===== src/rtl/key_latch_bank_if.sv =====
`default_nettype none
// ============================================================================
// Module  : key_latch_bank_if
// Brief   : Key/mode/clear inputs and latched LED/status outputs of key_latch_bank.
// Revision: 1.0 - initial release
// ============================================================================
interface key_latch_bank_if #(
    parameter int WIDTH = 4
);
    logic [WIDTH-1:0] key_i;
    logic [1:0]       mode_i;
    logic             clr_i;
    logic [WIDTH-1:0] led_o;
    logic             strobe_o;
    logic             changed_o;

    modport master (
        output key_i, mode_i, clr_i,
        input  led_o, strobe_o, changed_o
    );

    modport slave (
        input  key_i, mode_i, clr_i,
        output led_o, strobe_o, changed_o
    );
endinterface
`default_nettype wire


===== src/rtl/key_latch_bank.sv =====
`default_nettype none
// ============================================================================
// Module  : key_latch_bank
// Brief   : Strobed, synchronised, debounced key capture with follow/hold/toggle/sticky LED latching.
// Revision: 1.0 - initial release
// ============================================================================
module key_latch_bank #(
    parameter int WIDTH    = 4,
    parameter int DIV      = 50000,
    parameter int DEBOUNCE = 3
) (
    input  wire logic         clk50m_i,
    input  wire logic         rst_i,
    key_latch_bank_if.slave   bus
);
    localparam int c_div_w = $clog2(DIV);
    localparam int c_cnt_w = $clog2(DEBOUNCE + 1);
    localparam logic [c_div_w-1:0] c_div_last = c_div_w'(DIV - 1);
    localparam logic [c_cnt_w-1:0] c_cnt_max  = c_cnt_w'(DEBOUNCE);

    localparam logic [1:0] c_mode_follow = 2'b00;
    localparam logic [1:0] c_mode_hold   = 2'b01;
    localparam logic [1:0] c_mode_toggle = 2'b10;
    localparam logic [1:0] c_mode_sticky = 2'b11;

    logic [c_div_w-1:0] r_div_cnt;
    logic               r_strobe;
    logic [WIDTH-1:0]   r_sync1;
    logic [WIDTH-1:0]   r_sync2;
    logic [WIDTH-1:0]   r_led;
    logic               r_changed;
    logic [WIDTH-1:0]   w_stable_nxt;
    logic [WIDTH-1:0]   w_rise;
    logic [WIDTH-1:0]   w_led_nxt;

    always_ff @(posedge clk50m_i) begin
        if (rst_i) begin
            r_div_cnt <= '0;
            r_strobe  <= 1'b0;
            r_sync1   <= '0;
            r_sync2   <= '0;
        end else begin
            r_div_cnt <= (r_div_cnt == c_div_last) ? '0 : r_div_cnt + 1'b1;
            r_strobe  <= (r_div_cnt == c_div_last);
            r_sync1   <= bus.key_i;
            r_sync2   <= r_sync1;
        end
    end

    genvar gi;
    generate
        for (gi = 0; gi < WIDTH; gi++) begin : g_bit
            logic               r_cand;
            logic               r_stable;
            logic [c_cnt_w-1:0] r_cnt;
            logic               w_cand_nxt;
            logic [c_cnt_w-1:0] w_cnt_nxt;
            logic               w_accept;

            // Acceptance is judged on the post-update count so DEBOUNCE=1 accepts on the first differing sample.
            always_comb begin
                w_cand_nxt = r_cand;
                w_cnt_nxt  = r_cnt;
                if (r_sync2[gi] != r_cand) begin
                    w_cand_nxt = r_sync2[gi];
                    w_cnt_nxt  = c_cnt_w'(1);
                end else if (r_cnt != c_cnt_max) begin
                    w_cnt_nxt  = r_cnt + 1'b1;
                end
                w_accept = r_strobe && (w_cnt_nxt == c_cnt_max) && (w_cand_nxt != r_stable);
            end

            always_ff @(posedge clk50m_i) begin
                if (rst_i) begin
                    r_cand   <= 1'b0;
                    r_cnt    <= '0;
                    r_stable <= 1'b0;
                end else if (r_strobe) begin
                    r_cand <= w_cand_nxt;
                    r_cnt  <= w_cnt_nxt;
                    if (w_accept) begin
                        r_stable <= w_cand_nxt;
                    end
                end
            end

            assign w_stable_nxt[gi] = w_accept ? w_cand_nxt : r_stable;
            assign w_rise[gi]       = w_accept & w_cand_nxt;
        end
    endgenerate

    // Clear outranks any strobe-time mode update.
    always_comb begin
        w_led_nxt = r_led;
        if (bus.clr_i) begin
            w_led_nxt = '0;
        end else if (r_strobe) begin
            case (bus.mode_i)
                c_mode_follow: w_led_nxt = w_stable_nxt;
                c_mode_hold:   w_led_nxt = r_led;
                c_mode_toggle: w_led_nxt = r_led ^ w_rise;
                c_mode_sticky: w_led_nxt = r_led | w_rise;
                default:       w_led_nxt = r_led;
            endcase
        end
    end

    always_ff @(posedge clk50m_i) begin
        if (rst_i) begin
            r_led     <= '0;
            r_changed <= 1'b0;
        end else begin
            r_led     <= w_led_nxt;
            r_changed <= (w_led_nxt != r_led);
        end
    end

    assign bus.led_o     = r_led;
    assign bus.strobe_o  = r_strobe;
    assign bus.changed_o = r_changed;
endmodule
`default_nettype wire


===== src/flat_wrapper.sv =====
// flat-port wrapper written by rule: the top's interface ports become plain ports
module key_latch_bank_flat 
#(
    parameter int WIDTH    = 4,
    parameter int DIV      = 50000,
    parameter int DEBOUNCE = 3
)
  (clk50m_i, rst_i, bus_key_i, bus_mode_i, bus_clr_i, bus_led_o, bus_strobe_o, bus_changed_o);
  key_latch_bank_if #(.WIDTH(WIDTH)) bus_i ();
  input  wire logic clk50m_i;
  input  wire logic rst_i;
  input wire logic [$bits(bus_i.key_i)-1:0] bus_key_i;
  input wire logic [$bits(bus_i.mode_i)-1:0] bus_mode_i;
  input wire logic [$bits(bus_i.clr_i)-1:0] bus_clr_i;
  output wire logic [$bits(bus_i.led_o)-1:0] bus_led_o;
  output wire logic [$bits(bus_i.strobe_o)-1:0] bus_strobe_o;
  output wire logic [$bits(bus_i.changed_o)-1:0] bus_changed_o;
  assign bus_i.key_i = bus_key_i;
  assign bus_i.mode_i = bus_mode_i;
  assign bus_i.clr_i = bus_clr_i;
  assign bus_led_o = bus_i.led_o;
  assign bus_strobe_o = bus_i.strobe_o;
  assign bus_changed_o = bus_i.changed_o;
  key_latch_bank #(.WIDTH(WIDTH), .DIV(DIV), .DEBOUNCE(DEBOUNCE)) u_core (.clk50m_i(clk50m_i), .rst_i(rst_i), .bus(bus_i));
endmodule

===== config.mk =====
export PLATFORM = sky130hd
export DESIGN_NAME = key_latch_bank_flat
export DESIGN_NICKNAME = d
export VERILOG_FILES = /design/src/rtl/key_latch_bank_if.sv /design/src/rtl/key_latch_bank.sv /design/src/flat_wrapper.sv
export SDC_FILE = /design/constraint.sdc
export NUM_CORES = 1
export LEC_CHECK = 0
export ABC_AREA = 1
export BUFFER_PORTS_ARGS = -buffer_cell sky130_fd_sc_hd__buf_2
export CAP_MARGIN = 20
export CELL_PAD_IN_SITES_DETAIL_PLACEMENT = 1
export CELL_PAD_IN_SITES_GLOBAL_PLACEMENT = 1
export CORE_MARGIN = 4
export CORE_UTILIZATION = 46
export CTS_BUF_LIST = sky130_fd_sc_hd__clkbuf_4 sky130_fd_sc_hd__clkbuf_8
export CTS_CLUSTER_SIZE = 40
export DETAILED_ROUTE_END_ITERATION = 10
export GPL_TIMING_DRIVEN = 0
export PLACE_DENSITY_LB_ADDON = 0.1
export SLEW_MARGIN = 30
export SYNTH_ARGS = -nofsm -noshare
export SYNTH_HDL_FRONTEND = slang
export SYNTH_SLANG_ARGS = --single-unit

===== constraint.sdc =====
create_clock -name clk50m_i -period 3.3 [get_ports clk50m_i]
set_clock_uncertainty 0.2 [all_clocks]
set_input_delay 0 -clock clk50m_i [delete_from_list [all_inputs] [get_ports clk50m_i]]
set_output_delay 0 -clock clk50m_i [all_outputs]
set_load 0.05 [all_outputs]

Word-level counts from Yosys, hierarchy flattened
Cells that the tools add are included.
{ "word_totals": {"regBits": 46, "latch_bits": 0, "ram_bits": 0, "romBits": 0, "in_bits": 9, "elab_cells": 79, "memories": 0} }
{ "classes": {"n_addsub": 5, "n_mul": 0, "n_div": 0, "order_cmp": 0, "n_eq_ne": 21, "shift": 0, "muxes": 19, "bitwise": 6, "reduce_logical": 10} }
{ "op_table": {"columns": ["op", "n"], "rows": [
  ["16-bit by 1-bit adder with 16-bit output, second input constant", 1],
  ["16-bit == test, second input constant", 1],
  ["2-bit two-way mux", 8],
  ["4-bit one-hot mux with 4 select lines", 1],
  ["2-bit == test, second input constant", 6],
  ["2-bit by 1-bit adder with 2-bit output, second input constant", 4],
  ["1-bit logical AND", 8],
  ["1-bit two-way mux", 8],
  ["4-bit two-way mux", 2],
  ["1-bit inequality test", 8],
  ["2-bit inequality test, second input constant", 4],
  ["1-bit bitwise AND", 4],
  ["4-bit inequality test", 1],
  ["4-bit OR", 1],
  ["4-bit bitwise XOR", 1],
  ["2-bit by 1-bit == test with 1-bit output, second input constant", 1],
  ["2-bit zero test", 1],
  ["2-bit OR reduction", 1]
]} }

Longest topological paths before layout
Gate-level depths: netlist (run 1).
{ "logic_depth": {"ltp_word": 12, "mapped_depth": 18} }

Worst setup path before layout (run 1)
OpenSTA, ideal clock, no wires.
{ "synth_timing": {"path_type": "reg2reg", "from": "reg u_core.r_strobe, in the netlist u_core.bus.strobe_o", "to": "reg u_core.r_changed, in the netlist u_core.bus.changed_o", "arrival_ns": 2.214, "path_slack_ns": 0.754, "stages_incl_launch_ff": 18, "path_buffers": 1, "cell_sequence": "dfxtp_1 > buf_4 > nand3_1 > inv_1 > nand2_1 > or2_2 > ha_1 > nand3_1 > nand2_1 > inv_1 > nand2_1 > nand3_1 > nand2_1 > nand2_1 > nand2_1 > nand2_1 > nor2_1 > a21oi_1"} }
{ "synth_via": {"elab_chain_len": 8, "elab_cells_between_ends": 22} }
{ "synth_rtl": {"columns": ["item", "line", "text"], "rows": [
  ["start: declaration", "key_latch_bank.sv:27", "logic r_strobe;"],
  ["start signal: assignment", "key_latch_bank.sv:44", "r_strobe <= (r_div_cnt == c_div_last);"],
  ["1-bit logical AND (2 in a row)", "key_latch_bank.sv:70", "w_accept = r_strobe && (w_cnt_nxt == c_cnt_max) && (w_cand_nxt != r_stable);"],
  ["1-bit bitwise AND", "key_latch_bank.sv:88", "assign w_rise[gi] = w_accept & w_cand_nxt;"],
  ["4-bit OR / 4-bit bitwise XOR (equally long branches)", "key_latch_bank.sv:102, key_latch_bank.sv:101", null],
  ["4-bit one-hot mux with 4 select lines", "key_latch_bank.sv:98", "case (bus.mode_i)"],
  ["4-bit two-way mux *", "key_latch_bank.sv:97", "end else if (r_strobe) begin"],
  ["4-bit two-way mux *", "key_latch_bank.sv:95", "if (bus.clr_i) begin"],
  ["4-bit inequality test *", "key_latch_bank.sv:114", "r_changed <= (w_led_nxt != r_led);"],
  ["end signal: assignment", "key_latch_bank.sv:114", null],
  ["end: declaration", "key_latch_bank.sv:31", "logic r_changed;"]
]} }
Every way passes the cells marked *; elsewhere a longest branch is shown, timed or not.
A chain may end at the register's enable or synchronous reset.

Worst setup path in the final report (run 1)
{ "layout_timing": {"from": "reg u_core.g_bit[1].r_cand", "to": "reg u_core.r_changed, in the netlist u_core.bus.changed_o"} }
{ "layout_via": {"elab_chain_len": 11, "elab_cells_between_ends": 15} }
{ "layout_rtl": {"columns": ["item", "line", "text"], "rows": [
  ["start: declaration", "key_latch_bank.sv:53", "logic r_cand;"],
  ["start signal: assignment", "key_latch_bank.sv:79", "r_cand <= w_cand_nxt;"],
  ["1-bit inequality test", "key_latch_bank.sv:64", "if (r_sync2[gi] != r_cand) begin"],
  ["2-bit two-way mux", "key_latch_bank.sv:64", null],
  ["2-bit == test", "key_latch_bank.sv:70", null],
  ["1-bit logical AND (2 in a row)", "key_latch_bank.sv:70", null],
  ["1-bit bitwise AND", "key_latch_bank.sv:88", null],
  ["4-bit OR / 4-bit bitwise XOR (equally long branches)", "key_latch_bank.sv:102, key_latch_bank.sv:101", null],
  ["4-bit one-hot mux with 4 select lines *", "key_latch_bank.sv:98", null],
  ["4-bit two-way mux *", "key_latch_bank.sv:97", null],
  ["4-bit two-way mux *", "key_latch_bank.sv:95", null],
  ["4-bit inequality test *", "key_latch_bank.sv:114", null]
]} }
Marked as above.

==> results.sh, run 1 <==
export IMPL_wl_mm=5.00
export IMPL_num_fill_cells=632
export IMPL_avgSynthCellArea_um2=7.36
export IMPL_ant_nets=0
export IMPL_fin_crit_sh_pct=79.4
export IMPL_p_per_area_nw_per_um2=389
export IMPL_synth_edf_count=0
export IMPL_clock_latency_ps=300
export IMPL_crit_path_frequent_cell="nand2_1"
export IMPL_io_buffer_count=11
export IMPL_htreeDepth=2
export IMPL_cts_root_buf="clkbuf_8"
export IMPL_slew_viol_final=0
export IMPL_die_w_um=78.3
export IMPL_slew_headroom_pct=59.5
export IMPL_gp_congestion=0.816
export IMPL_syn_inst=309
export IMPL_crit_type="flop to flop"
export IMPL_hp_start="bus_mode_i[1]"
export IMPL_critical_path_max_stage_delay_ps=350
export IMPL_max_freq_ghz=0.382
export IMPL_wl_per_cell_um=12.5
export IMPL_cp_arrival_ps=2580
export IMPL_period_needed_ps=2620
export IMPL_antenna_found_initial=0
export IMPL_cts_buffers=5
export IMPL_rsz0062_at_grt="no"
export IMPL_critPathRequiredTime_ps=3260
export IMPL_drc=0
export IMPL_grt_pass1_vias=2028
export IMPL_vdd_drop_max_uv=293
export IMPL_drive_gt1_share_pct=13.2
export IMPL_grt_usage_pct=18.5
export IMPL_io_pins=15
export IMPL_layout_commonest_cell="nand2_1"
export IMPL_cp_end_kind="flop"
export IMPL_syn_nets=331
export IMPL_maxCapViolCount=0
export IMPL_synth_seq_cells=46
export IMPL_finalHoldViolCount=0
export IMPL_worstHoldPathCells=7
export IMPL_die_h_um=78.3
export IMPL_status="finished clean"
export IMPL_worstPathMaxFanout=4
export IMPL_critPathSlowestCell="dfxtp_1"
export IMPL_synthDistinctLibCells=32
export IMPL_mostFrequentLayoutCells="53 x nand2_1, 49 x inv_1, 46 x dfxtp_1"
export IMPL_r2r_slack_ps=680
export IMPL_p_total_uw=1000
export IMPL_min_to="u_core.bus.led_o[0]"
export IMPL_critical_path_startpoint_type="flop"
export IMPL_synthArstFlopShare_pct=0
export IMPL_netlist_area_um2=2270
export IMPL_cts_clk_slew_worst_paths_ps=90
export IMPL_ys_warn_count=0
export IMPL_worstPathCellList="inv_1, ha_1, nand3_1, inv_1, nand2_1, or2_2, ha_1, nand3_1, nand2_1, inv_1, nand2_1, nand3_1, nand2_1, nand2_1, nand2_1, nand2_1, nor2_1, a21oi_1"
export IMPL_drt_iter0_drc=54
export IMPL_routed_via_density=4.96
export IMPL_nNetsFinal=355
export IMPL_tightest_slew_ps=608
export IMPL_grt_first_pass_wirelength_mm=8.91
export IMPL_ys_flop_type="dfxtp_1"
export IMPL_seq_area_frac_synth_pct=40.5
export IMPL_cts_sinks=46
export IMPL_power_leakage_uw=0.00109
export IMPL_cp_top_family="simple AND/OR/NAND/NOR gates"
export IMPL_grt_max_degree=15
export IMPL_cp_num_buf_inv=3
export IMPL_num_vias=1989
export IMPL_rr_worst_depth=18
export IMPL_area_delta_synth_final_pct=13.4
export IMPL_setup_violations=0
export IMPL_start_util_pct=47.8
export IMPL_drtPass1Iterations=4
export IMPL_holdCritPathClass="primary input to flop"
export IMPL_rows=25
export IMPL_r2r_start="u_core.g_bit[1].r_cand"
export IMPL_diodes=0
export IMPL_cts_resized=0
export IMPL_cts_buffer_depth=2
export IMPL_tritoncts="built"
export IMPL_startpoint="u_core.g_bit[1].r_cand"
export IMPL_r2r_end="u_core.bus.changed_o"
export IMPL_core_area_um2=4750
export IMPL_fin_setup_tns_ps=0
export IMPL_dieArea_um2=6130
export IMPL_gr_total_overflow=0
export IMPL_dp_hpwl_mm=3.78
## worst reg2reg max path, cell delays in order (launching register included)
cell	delay (ps)
dfxtp_1	350
inv_1	70
ha_1	350
nand3_1	110
inv_1	60
nand2_1	70
or2_2	280
ha_1	270
nand3_1	70
nand2_1	70
inv_1	40
nand2_1	50
nand3_1	70
nand2_1	80
nand2_1	70
nand2_1	60
nand2_1	40
nor2_1	90
a21oi_1	60
## repair_timing
action	4_1_cts	5_1_grt
hold buffers	6	0
setup endpoints to repair	0	0
endpoints found under the hold margin	14	0
buffers inserted	0	0
## power breakdown
group          total (uW)  switching (uW)  internal (uW)
Clock                 385             193            192
Combinational        52.2            31.4           20.8
Sequential            566            4.31            562
## cells in the mapped netlist (2+ instances only)
| cell type | count | area share (%) |
|---|---|---|
| ha_1 | 13 | 7.2 |
| dfxtp_1 | 46 | 40 |
| a41oi_1 | 3 | 1.2 |
| buf_1 | 2 | 0.33 |
| inv_1 | 49 | 8.1 |
| nor2_4 | 2 | 0.99 |
| nor3_2 | 2 | 0.88 |
| nor2_2 | 2 | 0.55 |
| nand2_1 | 53 | 8.7 |
| buf_4 | 4 | 1.3 |
| nand4_1 | 4 | 1.1 |
| nand3_1 | 29 | 6.4 |
| nor2_1 | 34 | 5.6 |
| clkbuf_1 | 3 | 0.50 |
| nand2_2 | 3 | 0.83 |
| a211oi_1 | 4 | 1.3 |
| nor3_1 | 6 | 1.3 |
| nor4_1 | 3 | 0.83 |
| o21ai_0 | 10 | 2.2 |
| nand3_2 | 2 | 0.88 |
| or2_2 | 8 | 2.2 |
| a21oi_1 | 17 | 3.7 |
## cell families (layout without fill, tap and decap cells)
group           count (synthesis)  count (layout)  share of synthesized area (%)
simple gates                  152             152                           31.8
buf+inv                        58              83                           10.2
xor+xnor                        1               1                          0.385
fa+ha+maj                      13              13                           7.15
compound gates                 39              39                           9.96
flops                          46              46                           40.5
## cell type report
type | count | area, um2 | area share, %
plain buffers | 9 | 48.8 | 1.89
clock buffers | 7 | 96.3 | 3.74
clock inverters | 1 | 8.76 | 0.340
inverters | 49 | 184 | 7.13
multi-input cells | 205 | 1120 | 43.5
flip-flops and latches | 46 | 921 | 35.7
well taps | 67 | 83.8 | 3.25
repair buffers | 17 | 115 | 4.46
## state kept, by name, summed over array words and instances (netlist names)
name                   flops
u_core.g_bit.r_cand        4
u_core.bus.changed_o       1
u_core.r_sync2             4
u_core.r_sync1             4
u_core.bus.strobe_o        1
u_core.g_bit.r_cnt         8
u_core.bus.led_o           4
u_core.r_div_cnt          16
u_core.g_bit.r_stable      4
## metal layers
| layer | wire length (um) | part of all wire, % | GRT usage (%) |
|---|---|---|---|
| met1 | 2230 | 44 | 19.8 |
| met5 | 0 | 0 | 0 |
| met2 | 2600 | 52 | 35.5 |
| met4 | 76 | 1.5 | 5.77 |
| met3 | 98 | 2.0 | 4.13 |
## through the flow
stage	setup WS [ps]	instance area [um2]	cells	utilization [%]	hold slack, ps
2_1_floorplan	754	2270	309	-	-93.0
3_3_place_gp	752	2410	387	50.8	-2.89
3_5_place_dp	680	2410	387	50.8	10.7
4_1_cts	671	2580	401	54.2	91.0
5_1_grt	376	2580	401	54.2	132
6_report	681	2580	401	54.2	91.4
## worst max-delay path by stage
stage,slack [ps],cells past startpoint,endpoint
floorplan,750,17,u_core.bus.changed_o
global placement,750,18,u_core.bus.changed_o
detailed placement,680,18,u_core.bus.changed_o
CTS,670,18,u_core.bus.changed_o
global route,380,18,u_core.bus.changed_o
finish,680,18,u_core.bus.changed_o
Power figures use the tool's default switching activity.
==> run 2: changes to the inputs <==
--- a/config.mk
+++ b/config.mk
@@ -5,13 +5,13 @@
 export SDC_FILE = /design/constraint.sdc
 export NUM_CORES = 1
 export LEC_CHECK = 0
-export ABC_AREA = 1
+export ABC_AREA = 0
 export BUFFER_PORTS_ARGS = -buffer_cell sky130_fd_sc_hd__buf_2
 export CAP_MARGIN = 20
 export CELL_PAD_IN_SITES_DETAIL_PLACEMENT = 1
 export CELL_PAD_IN_SITES_GLOBAL_PLACEMENT = 1
 export CORE_MARGIN = 4
-export CORE_UTILIZATION = 46
+export CORE_UTILIZATION = 42
 export CTS_BUF_LIST = sky130_fd_sc_hd__clkbuf_4 sky130_fd_sc_hd__clkbuf_8
 export CTS_CLUSTER_SIZE = 40
 export DETAILED_ROUTE_END_ITERATION = 10
==> constraint.sdc (replaced) <==
create_clock -name clk50m_i -period 2.4 [get_ports clk50m_i]
set_clock_uncertainty 0.2 [all_clocks]
set_input_delay 0 -clock clk50m_i [delete_from_list [all_inputs] [get_ports clk50m_i]]
set_output_delay 0 -clock clk50m_i [all_outputs]
set_load 0.05 [all_outputs]
==> results.sh, run 2 <==
export IMPL_synth_seq_cells=46
export IMPL_clock_power_share_pct=38.2
export IMPL_layout_commonest_cell="nor2_1"
export IMPL_drt_iter0_drc=56
export IMPL_antenna_found_initial=0
export IMPL_ys_warn_count=0
export IMPL_fin_ws_ps=-195
export IMPL_netSwitchingFraction_pct=23.5
export IMPL_slew_headroom_pct=60.6
export IMPL_tightest_slew_ps=591
export IMPL_max_freq_ghz=0.385
export IMPL_diodes=0
export IMPL_die_w_um=80.3
export IMPL_setup_violations=1
export IMPL_core_area_um2=5070
export IMPL_largest_register="u_core.r_div_cnt"
export IMPL_cp_arrival_ps=2610
export IMPL_seq_area_frac_synth_pct=41.9
export IMPL_io_pins=15
export IMPL_fin_crit_sh_pct=108
export IMPL_worstPathMaxFanout=2
export IMPL_comb_power_share_pct=6.5
export IMPL_dp_hpwl_mm=3.63
export IMPL_ant_nets=0
export IMPL_synthDistinctLibCells=41
export IMPL_ys_top_cells_by_area="dfxtp_1 42%, nor2_1 8.5%, ha_1 7.4%, nor2b_1 3.1%, a21oi_1 3.0%"
export IMPL_nNetsFinal=313
export IMPL_io_buffer_count=13
export IMPL_cts_sinks=46
export IMPL_wl_mm=5.34
export IMPL_largest_reg_flops=16
export IMPL_wl_per_cell_um=14.7
export IMPL_gp_congestion=0.812
export IMPL_syn_nets=282
export IMPL_finalHoldViolCount=0
export IMPL_p_switching_uw=331
export IMPL_violations="setup timing"
export IMPL_final_util_pct=52.9
export IMPL_vdd_drop_max_uv=321
export IMPL_syn_inst=260
export IMPL_ys_flop_type="dfxtp_1"
export IMPL_drc=0
export IMPL_tritoncts="built"
export IMPL_cp_end_kind="flop"
export IMPL_cts_clk_slew_worst_paths_ps=90
export IMPL_rsz0062_at_grt="yes"
export IMPL_start_util_pct=43.3
export IMPL_grt_pass1_vias=1932
export IMPL_yosysTopAreaCell="dfxtp_1"
export IMPL_critPathRequiredTime_ps=2420
export IMPL_maxCapViolCount=0
export IMPL_avgSynthCellArea_um2=8.46
export IMPL_pwr_share_seq_pct=55.4
export IMPL_grt_max_degree=15
export IMPL_gr_total_overflow=0
export IMPL_cts_root_buf="clkbuf_8"
export IMPL_holdCritPathClass="primary input to flop"
export IMPL_critical_path_startpoint_type="flop"
export IMPL_cts_buffers=5
export IMPL_area_delta_synth_final_pct=22.1
export IMPL_grt_first_pass_wirelength_mm=9.30
export IMPL_power_leakage_uw=0.000993
export IMPL_die_h_um=80.3
export IMPL_reg_top3="u_core.r_div_cnt x16, u_core.g_bit.r_cnt x8"
export IMPL_num_fill_cells=627
export IMPL_netlist_area_leader_share_pct=41.9
export IMPL_synthTopCellsByCount="50 x nor2_1, 46 x dfxtp_1, 14 x inv_1, 14 x nand2_1"
export IMPL_preCtsSetupSlack_ps=-386
export IMPL_synthArstFlopShare_pct=0
export IMPL_period_needed_ps=2600
export IMPL_grt_usage_pct=18.7
export IMPL_cts_buffer_depth=2
export IMPL_rows=26
export IMPL_drive_gt1_share_pct=18.5
export IMPL_htreeDepth=2
export IMPL_mostFrequentLayoutCells="49 x nor2_1, 42 x dfxtp_1, 14 x nand2_1, 14 x buf_2, 13 x inv_1"
export IMPL_drtPass1Iterations=4
export IMPL_crit_type="flop to flop"
export IMPL_fin_setup_tns_ps=-195
export IMPL_intPower_uw=1080
export IMPL_num_vias=1876
export IMPL_dieArea_um2=6460
export IMPL_clock_latency_ps=300
export IMPL_yosysMostFrequentCell="nor2_1"
export IMPL_netlist_area_um2=2200
export IMPL_routed_via_density=5.18
export IMPL_status="finished with violations"
export IMPL_p_per_area_nw_per_um2=525
export IMPL_slew_viol_final=0
export IMPL_synth_edf_count=0
[run 2: cell types whose count changed in the layout (fill, tap and decap cells not counted), moves of 5 or more]
cell / change
nor2b_1: +10
xor2_1: +6
nand2_1: -39
or2_2: -8
inv_1: -36
xnor2_1: +7
or3_1: +6
nor2_1: +15
nand3_1: -24
a21oi_1: -5
[run 2: logic make-up after synthesis]
group	count (synthesis)	share of synthesized area [%]
AND/OR/NAND/NOR	116	25.8
XOR/XNOR	14	5.58
adder cells (fa/ha/maj)	13	7.40
AO/OA/AOI/OAI	44	13.4
flip-flops	46	41.9
buffers and inverters	24	4.55
multiplexers	3	1.37
[run 2: area by class of cell]
cell class | count | area [um2] | area share (%)
Multi-Input combinational cell | 190 | 1300 | 48.4
Sequential cell | 46 | 926 | 34.5
Timing Repair Buffer | 24 | 165 | 6.15
Clock buffer | 7 | 96.3 | 3.59
Tap cell | 70 | 87.6 | 3.26
Inverter | 14 | 52.6 | 1.96
Buffer | 10 | 50.0 | 1.86
Clock inverter | 1 | 8.76 | 0.326
[run 2: through the flow]
| stage | total power [uW] | hold slack [ps] | area, um2 | cells |
|---|---|---|---|---|
| after global routing | 1480 | 95.7 | 2690 | 362 |
| after detailed placement | 871 | 15.9 | 2370 | 343 |
| after floorplan | 846 | -71.8 | 2220 | 260 |
| after global placement | 870 | 6.88 | 2370 | 343 |
| after CTS | 1430 | 22.3 | 2650 | 362 |
| final | 1410 | 54.9 | 2690 | 362 |
[run 2: critical path, stage by stage, from the launching register on]
cell and delay (ps):
dfxtp_2 340, inv_2 40, ha_4 270, nand3_4 70, or3_4 390, ha_4 160
and2_4 150, or3_1 350, a211oi_2 220, a2111oi_2 60, a211oi_1 250
[run 2: power groups by stage]
stage                     sequential, uW  combinational [uW]  clock (uW)
after floorplan                      796                49.8           0
after global placement               797                72.9           0
after detailed placement             797                74.1           0
after CTS                            780                89.5         559
after global routing                 782                 103         596
final                                780                91.4         538
[run 2: final timing paths]
| kind | slack [ps] | from | cells after the start | end |
|---|---|---|---|---|
| min | 50 | bus_mode_i[1] | 4 | u_core.bus.led_o[3] |
| max | -200 | u_core.g_bit[1].r_cand | 10 | u_core.bus.changed_o |
| max reg2reg | -200 | u_core.g_bit[1].r_cand | 10 | u_core.bus.changed_o |
| min reg2reg | 250 | u_core.r_sync1[2] | 1 | u_core.r_sync2[2] |
[run 2: per-layer routing]
layer / vias to the layer above / GRT usage [%] / share of wire [%] / wire [um]
met5: - / 0 / 0 / 0
met4: 0 / 5.57 / 1.5 / 80
met3: 7 / 3.70 / 2.5 / 133
met2: 14 / 32.8 / 50 / 2680
met1: 889 / 22.9 / 46 / 2440
li1: 966 / - / - / -
[run 2: what timing repair did]
item / CTS / global route
buffers inserted: 4 / 0
setup endpoints to repair: 2 / 4
pin swaps: 11 / 5
hold buffers: 7 / 0
gates resized for setup: 15 / 9
hold endpoints to repair: 11 / 0
